===== config.mk =====
export PLATFORM = sky130hd
export DESIGN_NAME = instr_sequencer
export DESIGN_NICKNAME = d
export VERILOG_FILES = /design/src/rtl/instr_sequencer.sv
export SDC_FILE = /design/constraint.sdc
export NUM_CORES = 1
export LEC_CHECK = 0
export CAP_MARGIN = 25
export CORE_ASPECT_RATIO = 0.8
export CORE_MARGIN = 1
export CORE_UTILIZATION = 40
export DETAILED_ROUTE_END_ITERATION = 10
export PLACE_DENSITY = 0.76
export SYNTH_ARGS = -nofsm -noshare
export SYNTH_HDL_FRONTEND = slang
export SYNTH_SLANG_ARGS = --single-unit

===== constraint.sdc =====
create_clock -name in_clk -period 1.62 [get_ports in_clk]
set_input_delay 0.243 -clock in_clk [delete_from_list [all_inputs] [get_ports in_clk]]
set_output_delay 0.243 -clock in_clk [all_outputs]
set_load 0.02 [all_outputs]

===== src/rtl/instr_sequencer.sv =====
// -----------------------------------------------------------------------------
// instr_sequencer
//   Multi-cycle instruction sequencer: FETCH -> DECODE -> EXECUTE -> WRITEBACK,
//   with IDLE before the first start and HALT after a halt opcode (31).
//   Opcodes 0..8 are legal, 9..30 retire as no-ops with an illegal pulse.
//
// Ports
//   in_clk, in_rst_n        clock, async active-low reset
//   in_start, in_start_addr run request (IDLE/HALT only) and first fetch address
//   out_imem_req/addr       instruction fetch request, address = PC
//   in_imem_ack/data        fetch response (ignored outside FETCH)
//   out_op_code, out_instr  IR opcode field and full IR
//   in_reg_file_wr_en       decoded write enable from the control unit
//   out_wb_en               gated register-file write strobe (WRITEBACK only)
//   out_busy, out_halted    status
//   out_illegal             one-cycle pulse in DECODE for opcodes 9..30
//   out_instr_count         retired-instruction counter
// -----------------------------------------------------------------------------
module instr_sequencer #(
    parameter int ADDR_W  = 8,
    parameter int INSTR_W = 16
) (
    input  logic               in_clk,
    input  logic               in_rst_n,
    input  logic               in_start,
    input  logic [ADDR_W-1:0]  in_start_addr,
    output logic               out_imem_req,
    output logic [ADDR_W-1:0]  out_imem_addr,
    input  logic               in_imem_ack,
    input  logic [INSTR_W-1:0] in_imem_data,
    output logic [4:0]         out_op_code,
    output logic [INSTR_W-1:0] out_instr,
    input  logic               in_reg_file_wr_en,
    output logic               out_wb_en,
    output logic               out_busy,
    output logic               out_halted,
    output logic               out_illegal,
    output logic [15:0]        out_instr_count
);

    localparam logic [2:0] S_IDLE  = 3'd0;
    localparam logic [2:0] S_FETCH = 3'd1;
    localparam logic [2:0] S_DEC   = 3'd2;
    localparam logic [2:0] S_EXE   = 3'd3;
    localparam logic [2:0] S_WB    = 3'd4;
    localparam logic [2:0] S_HALT  = 3'd5;

    logic [2:0]         r_state;
    logic [ADDR_W-1:0]  r_pc;
    logic [INSTR_W-1:0] r_ir;
    logic [15:0]        r_count;

    logic [4:0] w_op;
    logic       w_legal;
    logic       w_halt_op;
    logic       w_idle_like;

    assign w_op        = r_ir[INSTR_W-1 -: 5];
    assign w_legal     = (w_op <= 5'd8);
    assign w_halt_op   = (w_op == 5'd31);
    assign w_idle_like = (r_state == S_IDLE) || (r_state == S_HALT);

    always_ff @(posedge in_clk or negedge in_rst_n) begin
        if (!in_rst_n) begin
            r_state <= S_IDLE;
            r_pc    <= '0;
            r_ir    <= '0;
            r_count <= '0;
        end else begin
            case (r_state)
                S_IDLE, S_HALT: begin
                    if (in_start) begin
                        r_pc    <= in_start_addr;
                        r_count <= '0;
                        r_state <= S_FETCH;
                    end
                end
                S_FETCH: begin
                    if (in_imem_ack) begin
                        r_ir    <= in_imem_data;
                        r_state <= S_DEC;
                    end
                end
                // Halt opcode leaves PC on the halt address and does not retire.
                S_DEC:   r_state <= w_halt_op ? S_HALT : S_EXE;
                S_EXE:   r_state <= S_WB;
                S_WB: begin
                    r_pc    <= r_pc + 1'b1;
                    r_count <= r_count + 1'b1;
                    r_state <= S_FETCH;
                end
                default: r_state <= S_IDLE;
            endcase
        end
    end

    // Status/strobe outputs decode straight from state so reset forces them
    // low immediately, with no registered strobe left in flight.
    assign out_imem_req    = (r_state == S_FETCH);
    assign out_imem_addr   = r_pc;
    assign out_op_code     = w_op;
    assign out_instr       = r_ir;
    assign out_wb_en       = (r_state == S_WB) && w_legal && in_reg_file_wr_en;
    assign out_busy        = !w_idle_like;
    assign out_halted      = (r_state == S_HALT);
    assign out_illegal     = (r_state == S_DEC) && !w_legal && !w_halt_op;
    assign out_instr_count = r_count;

endmodule


Word level (Yosys, flattened, before mapping)

Cells that the tools add are included.

Output and inout bits: 50
Flip-flop bits (word level): 43
Logic and storage cells: 37
Input port bits: 29

Equal/unequal tests: 8
Reductions and logical operators: 14
Order comparisons: 1
Add/subtract/negate cells: 2
Muxes and demuxes: 8

Operators by type and width:

| cell                    | number |
|---|---|
| $pmux W16 S2            | 1 |
| $add A16 B1 Y16 const B | 1 |
| $mux W16                | 1 |
| $pmux W8 S2             | 1 |
| $pmux W3 S5             | 1 |
| $mux W3                 | 3 |
| $add A8 B1 Y8 const B   | 1 |
| $mux W8                 | 1 |
| $eq A3 B2 Y1 const B    | 2 |
| $eq A3 B3 Y1 const B    | 2 |
| $reduce_and A2 Y1       | 3 |
| $eq A5 B5 Y1 const B    | 1 |
| $le A5 B4 Y1 const B    | 1 |
| $logic_and A1 B1 Y1     | 4 |
| $eq A3 B1 Y1 const B    | 1 |
| $logic_not A1 Y1        | 3 |
| $logic_not A3 Y1        | 1 |
| $ne A2 B1 Y1 const B    | 1 |
| $ne A2 B2 Y1 const B    | 1 |
| $reduce_bool A2 Y1      | 1 |
| $reduce_or A2 Y1        | 1 |
| $logic_or A1 B1 Y1      | 1 |

Longest topological paths before layout

Depth in word-level cells: 4
Gate-level depth with buffers: 6
Gate-level depth less buffers: 4

Worst setup path after synthesis

Ideal clock, no wire load.

Path kind: register -> output
Start: reg r_ir[12], in the netlist out_instr[12]
End: out out_illegal
Path buffers: 0
Data arrival time: 1630 ps
Cell stages (with the launch flop): 4
Setup slack: -253 ps
Required time: 1377 ps
Cell sequence: dfrtp_1 and3_1 a31oi_1 nor4b_1

Cells in the longest elaborated chain, start to end: 4
Elaborated cells between the ends (all ways): 6
Classes of those cells: 1 x order compare; 1 x eq/ne; 4 x reduce/logical

Ends and longest elaborated chain:

| element                | line | text |
|---|---|---|
| from (decl)            | 50   | `logic [INSTR_W-1:0] r_ir;` |
| from (signal assigned) | 80   | `r_ir <= in_imem_data;` |
| $le A5 B4 Y1           | 59   | `assign w_legal = (w_op <= 5'd8);` |
| $logic_not A1 Y1       | 106  | `assign out_illegal = (r_state == S_DEC) && !w_legal && !w_halt_op;` |
| $logic_and A1 B1 Y1    | 106  |  |
| $logic_and A1 B1 Y1 *  | 106  |  |
| to (decl)              | 37   | `output logic out_illegal,` |

Every way passes the cells marked *; elsewhere a longest branch is shown, timed or not.

Worst setup path in the final report

Start: reg r_ir[12], in the netlist out_instr[12]
End: out out_wb_en

Cells in the longest elaborated chain, start to end: 3

Ends and longest elaborated chain:

| element                          | line | text |
|---|---|---|
| $le A5 B4 Y1                     | 59   |  |
| $logic_and A1 B1 Y1 (2 in a row) | 103  | `assign out_wb_en = (r_state == S_WB) && w_legal && in_reg_file_wr_en;` |
| to (decl)                        | 34   | `output logic out_wb_en,` |

No other way between the ends.

==> results_dict.tcl <==
set metrics [dict create \
    status "finished, violations left" \
    violations "setup timing" \
    root_buffer "clkbuf_8" \
    async_reset_ff_frac 1.000 \
    synthTopCellsByCount "dfrtp_1, nand2_1, mux2_2" \
    yosys.cell_count.top_type "dfrtp_1" \
    vias_per_cell 5.342 \
    fin_nets 333 \
    clk_pin_slew_worst_paths_ns 0.08 \
    yosys_warnings 0 \
    min_path_type "flip-flop to flip-flop" \
    r2r-start "r_state[0]$_DFFE_PN0P_" \
    power_density_mw_per_mm2 1807 \
    reg2reg_slack_ns -0.12 \
    start_util 0.4196 \
    timing.fmax_mhz 557.3 \
    cts.sinks 43 \
    crit_start "out_instr[12]$_DFFE_PN0P_" \
    h-tree-depth 2 \
    antenna_cells 0 \
    seq_area_mm2 0.001080 \
    clockBufferDepth 2 \
    syn_area_mm2 0.002113 \
    hold_violations 0 \
    syn_avg_cell_area_um2 10.67 \
    die-area_mm2 0.005580 \
    rows 23 \
    maxSlewHeadroom 0.5626 \
    crit_arrival_ns 1.55 \
    num_vias 1950 \
    place_congestion 0.7742 \
    yosysTopAreaCellShare 0.5092 \
    io_buffers 78 \
    grt-ovfl-total 0 \
    worstPathRequired_ns 1.38 \
    wl_per_cell_um 16.22 \
    synth.area.top_cells "dfrtp_1, mux2_2, nand2_1, nand3_1, o211ai_1" \
    utilization 0.6840 \
    synth_edf_count 0 \
    ys.flop_type "dfrtp_1" \
    fin_setup_tns_ns -1.120 \
    slowest_delay_ns 0.39 \
    synth_area_leader_cell "dfrtp_1" \
    dpl.hpwl_um 3868 \
    drv_cap 0 \
    multi_input_area_mm2 0.001074 \
    synth.distinct_cells 43 \
    cts_tree "yes" \
    dieWidth_um 83.27 \
    critical_path_class "flip-flop to primary output" \
    grt_max_degree 30 \
    critPathCaptureType "primary output" \
    rsz0062_at_grt "true" \
    synth.yosys.seq_area_share 0.5092 \
    r2r_cells 4 \
    hold_path_end "out_instr_count[15]$_DFFE_PN0P_" \
    cp_cell_sequence "or3_4 -> a21oi_2 -> and3_1 -> buf_6" \
    skew_ns 0.007231 \
    min_delay_path_depth 1 \
    worst_slack_ns -0.1742 \
    first_iter_violations 86 \
    cts_made_buffers 5 \
    dpl.cell_count 349 \
    post-place-ws_ns -0.3154 \
    setup_viol 25 \
    syn_nets 229 \
    min_period_over_period 1.108 \
    synth-seq-cells 43 \
    drt.antenna.violating_nets 0 \
    drv_slew 0 \
    dr.pass1.iters 4 \
    drive_gt1_frac 0.3036 \
    grt_pass1_vias 1813 \
    cp-start-kind "flip-flop" \
    p_leak_nw 1.636 \
    r2r-end "out_imem_addr[7]$_DFFE_PN0P_" \
    ir_worst_vdd_mv 1.700 \
    grt_pass1_wl_um 8928 \
    grtUsageTotal 0.2019 \
    die_height_um 67.01 \
    drc 0 \
    routed_wl_um 5919 \
    area_growth_pct 63.00 \
    core_area_mm2 0.005036 \
    crit_fanout 2 \
    n_fill_cell 374 \
    fin_total_pwr_mw 6.223 \
    min_from "out_instr_count[15]$_DFFE_PN0P_" \
    antenna_found_initial 0 \
    clk_latency_ns 0.29 \
    netlist_instances 198 \
    finalCriticalPeriod_ns 1.794 \
    worst_pin_slew_ns 0.6562 \
    ios 79 \
    stdcell_count 365 \
    critPathSlowestCell "dfrtp_1" \
]
[cells in the final DEF, fill, tap and decap left out, types with 7 or more instances in the layout]
| cell | count |
|---|---|
| nand2_1 | 21 |
| nand3_1 | 12 |
| mux2_4 | 15 |
| o211ai_1 | 7 |
| dfrtp_1 | 40 |
| buf_6 | 7 |
| o21ai_0 | 8 |
| dlygate4sd2_1 | 13 |
| buf_4 | 29 |
| dlymetal6s2s_1 | 11 |
| clkdlybuf4s50_1 | 46 |
[metal layers]
layer	global-route usage	routed length [um]
met5	0	0
met4	0.03664	24
met3	0.04213	228
met2	0.3320	2908
met1	0.2783	2757
[worst max-delay path: cells and delay by family, from the launching register on]
family                 cells  cell delay [ns]
buffers and inverters      1             0.12
AOI/OAI and AO/OA          1             0.17
and+or+nand+nor            2             0.59
DFF                        1             0.39
[layout make-up]
class / count / area share
Clock inverter: 3 / 0.01271
Sequential cell: 43 / 0.3135
Clock buffer: 5 / 0.01998
Multi-Input combinational cell: 134 / 0.3117
Inverter: 6 / 0.006538
Timing Repair Buffer: 112 / 0.3131
Tap cell: 62 / 0.02252
[registers in the layout, summed over array words and instances, names as in the netlist]
register         count
out_instr           16
out_instr_count     16
out_imem_addr        8
r_state              3
[kinds of logic (layout without fill, tap and decap cells)]
kind of cell    Yosys count  count (layout)  share of synthesized area
compound gates           40              40                     0.1338
mux                      20              20                     0.1042
fa+ha+maj                 3               3                    0.01658
simple gates             69              69                     0.1729
xor+xnor                  2               2                   0.008290
flops                    43              43                     0.5092
buf+inv                  21             126                    0.05506
[worst max-delay path by stage]
stage / cells past startpoint / slack (ns) / endpoint
finish: 4 / -0.17 / out_wb_en
global route: 4 / -0.22 / out_wb_en
CTS: 5 / -0.13 / out_illegal
detailed placement: 5 / -0.32 / out_illegal
global placement: 5 / -0.31 / out_illegal
floorplan: 6 / -0.12 / out_imem_addr[7]$_DFFE_PN0P_
[power breakdown]
| part | total (mW) | switching, mW | internal (mW) |
|---|---|---|---|
| clock network | 0.836 | 0.376 | 0.459 |
| logic | 3.56 | 1.67 | 1.88 |
| registers | 1.83 | 0.382 | 1.45 |
| total | 6.22 | 2.43 | 3.79 |
[through the flow]
stage               area [um2]  hold slack [ns]
finish                    3445           0.4948
floorplan                 2130         -0.05259
detailed placement        3087           0.3065
CTS                       3263           0.5003
global route              3445           0.5367
global placement          3087           0.3018
[what timing repair did]
action / in CTS / in global routing
resized for setup: 53 / 51
pin swaps: 5 / 8
hold buffers: 1 / 0
endpoints found under the setup margin: 44 / 44
cloned: 0 / 1
setup buffers: 2 / 4
hold endpoints to repair: 27 / 0
(Power assumes the default switching activity.)
==> RTL edit, RTL diff (same settings) <==
Change the parameter `INSTR_W` from 16 to 20.
--- a/src/rtl/instr_sequencer.sv
+++ b/src/rtl/instr_sequencer.sv
@@ -18,7 +18,7 @@
 // -----------------------------------------------------------------------------
 module instr_sequencer #(
     parameter int ADDR_W  = 8,
-    parameter int INSTR_W = 16
+    parameter int INSTR_W = 20
 ) (
     input  logic               in_clk,
     input  logic               in_rst_n,
Interface: changed (resized in_imem_data and out_instr); port bits go from 79 to 87. The function was not compared with the original's and may differ.
==> RTL edit against the unedited design <==
First-iteration DRC count is 9.3% higher. Sequential cell count is 4 higher. Area after synthesis up 7.5%. Critical path depth unchanged. Sequential share of layout area down 1.2 points. Routed wire length up 10%. The flow still finishes with violations (negative setup slack). Utilization grew 3.2 points. Design area rose by 14%. Fmax decreased by 0.47%. Highest routed layer unchanged. Combinational power grew 24%. Power is 13% higher. Setup slack lost 0.0084 ns.
==> RTL edit: results (changes against the unedited design) <==
fin area - 3910 um^2 (was 3440 um^2)
Setup TNS - -1.62 ns (was -1.12 ns)
GRT Util Overall - 0.221 (was 0.202)
Rel. slew slack - 0.735 (was 0.563)
Comb group - 4.41 mW (was 3.56 mW)
Distinct cells, synth - 44 (was 43)
DP HPWL - 4140 um (was 3870 um)
VDD IR-drop max - 0.00110 V (was 0.00170 V)
Hold Slack - 0.403 ns (was 0.495 ns)
NetSw - 2.66 mW (was 2.43 mW)
final worst setup slack - -0.183 ns (was -0.174 ns)
post-synthesis xor/xnor area fraction - 0.00771 (was 0.00829)
Commonest cells post-synth - 47 x dfrtp_1, 22 x nand2_1, 18 x mux2_2, 11 x nand3_1, 9 x o211ai_1 (was 43 x dfrtp_1, 21 x nand2_1, 16 x mux2_2, 14 x nand3_1, 10 x o21ai_0)
status - complete, but fails checks (unchanged)
ClkCell Share - 0.0185 (was 0.0327)
vias in the first global route - 2,064 (was 1,813)
Adder-Cell Fraction of Synth Area - 0.0110 (was 0.0166)
Signal buffers - 137 (was 112)
# fillers - 389 (was 374)
CTS Sinks - 47 (was 43)
violated checks - negative setup slack (unchanged)
Worst path slowest cell - or3_4 (was dfrtp_1)
complex-gate fraction of the synthesized area - 0.109 (was 0.134)
Vias/cell - 5.13 (was 5.34)
Final setup viols - 30 (was 25)
top cells by area, synth - dfrtp_1 52%, mux2_2 8.9%, nand2_1 3.6% (was dfrtp_1 51%, mux2_2 8.5%, nand2_1 3.7%)
fraction of area in multi-input gates - 0.301 (was 0.312)
Die Area - 5980 um^2 (was 5580 um^2)
DRT iter0 DRCs - 94 (was 86)
Mean Syn Cell Area - 11.2 um^2 (was 10.7 um^2)
-- RTL edit: cell types whose count changed in the layout (fill, tap and decap cells not counted), moves of 3 or more --
cell | before | now
clkdlybuf4s50_1 | 46 | 57
buf_6 | 7 | 17
dfrtp_1 | 40 | 45
mux2_4 | 15 | 20
o21ai_0 | 8 | 3
nand3_1 | 12 | 8
buf_4 | 29 | 32
dlymetal6s2s_1 | 11 | 8
-- RTL edit: worst reg2reg max path, stage by stage (launching register included) --
cell,delay (ns)
dfrtp_2,0.46
and2b_4,0.19
or4b_4,0.50
buf_6,0.17
o221a_2,0.27
-- RTL edit: layer usage --
layer  vias up  share of wire  global-route usage
li1        999              -                   -
met1      1019           0.45               0.295
met2        73           0.48               0.355
met3         8          0.054              0.0452
met4         0          0.013              0.0778
met5         -              0                   0
-- RTL edit: what timing repair did --
item	4_1_cts	5_1_grt
setup endpoints to repair	55	52
setup buffers	13	2
resized for setup	71	43
hold buffers	1	0
pin swaps	11	10
cloned	1	2
hold endpoints to repair	16	0
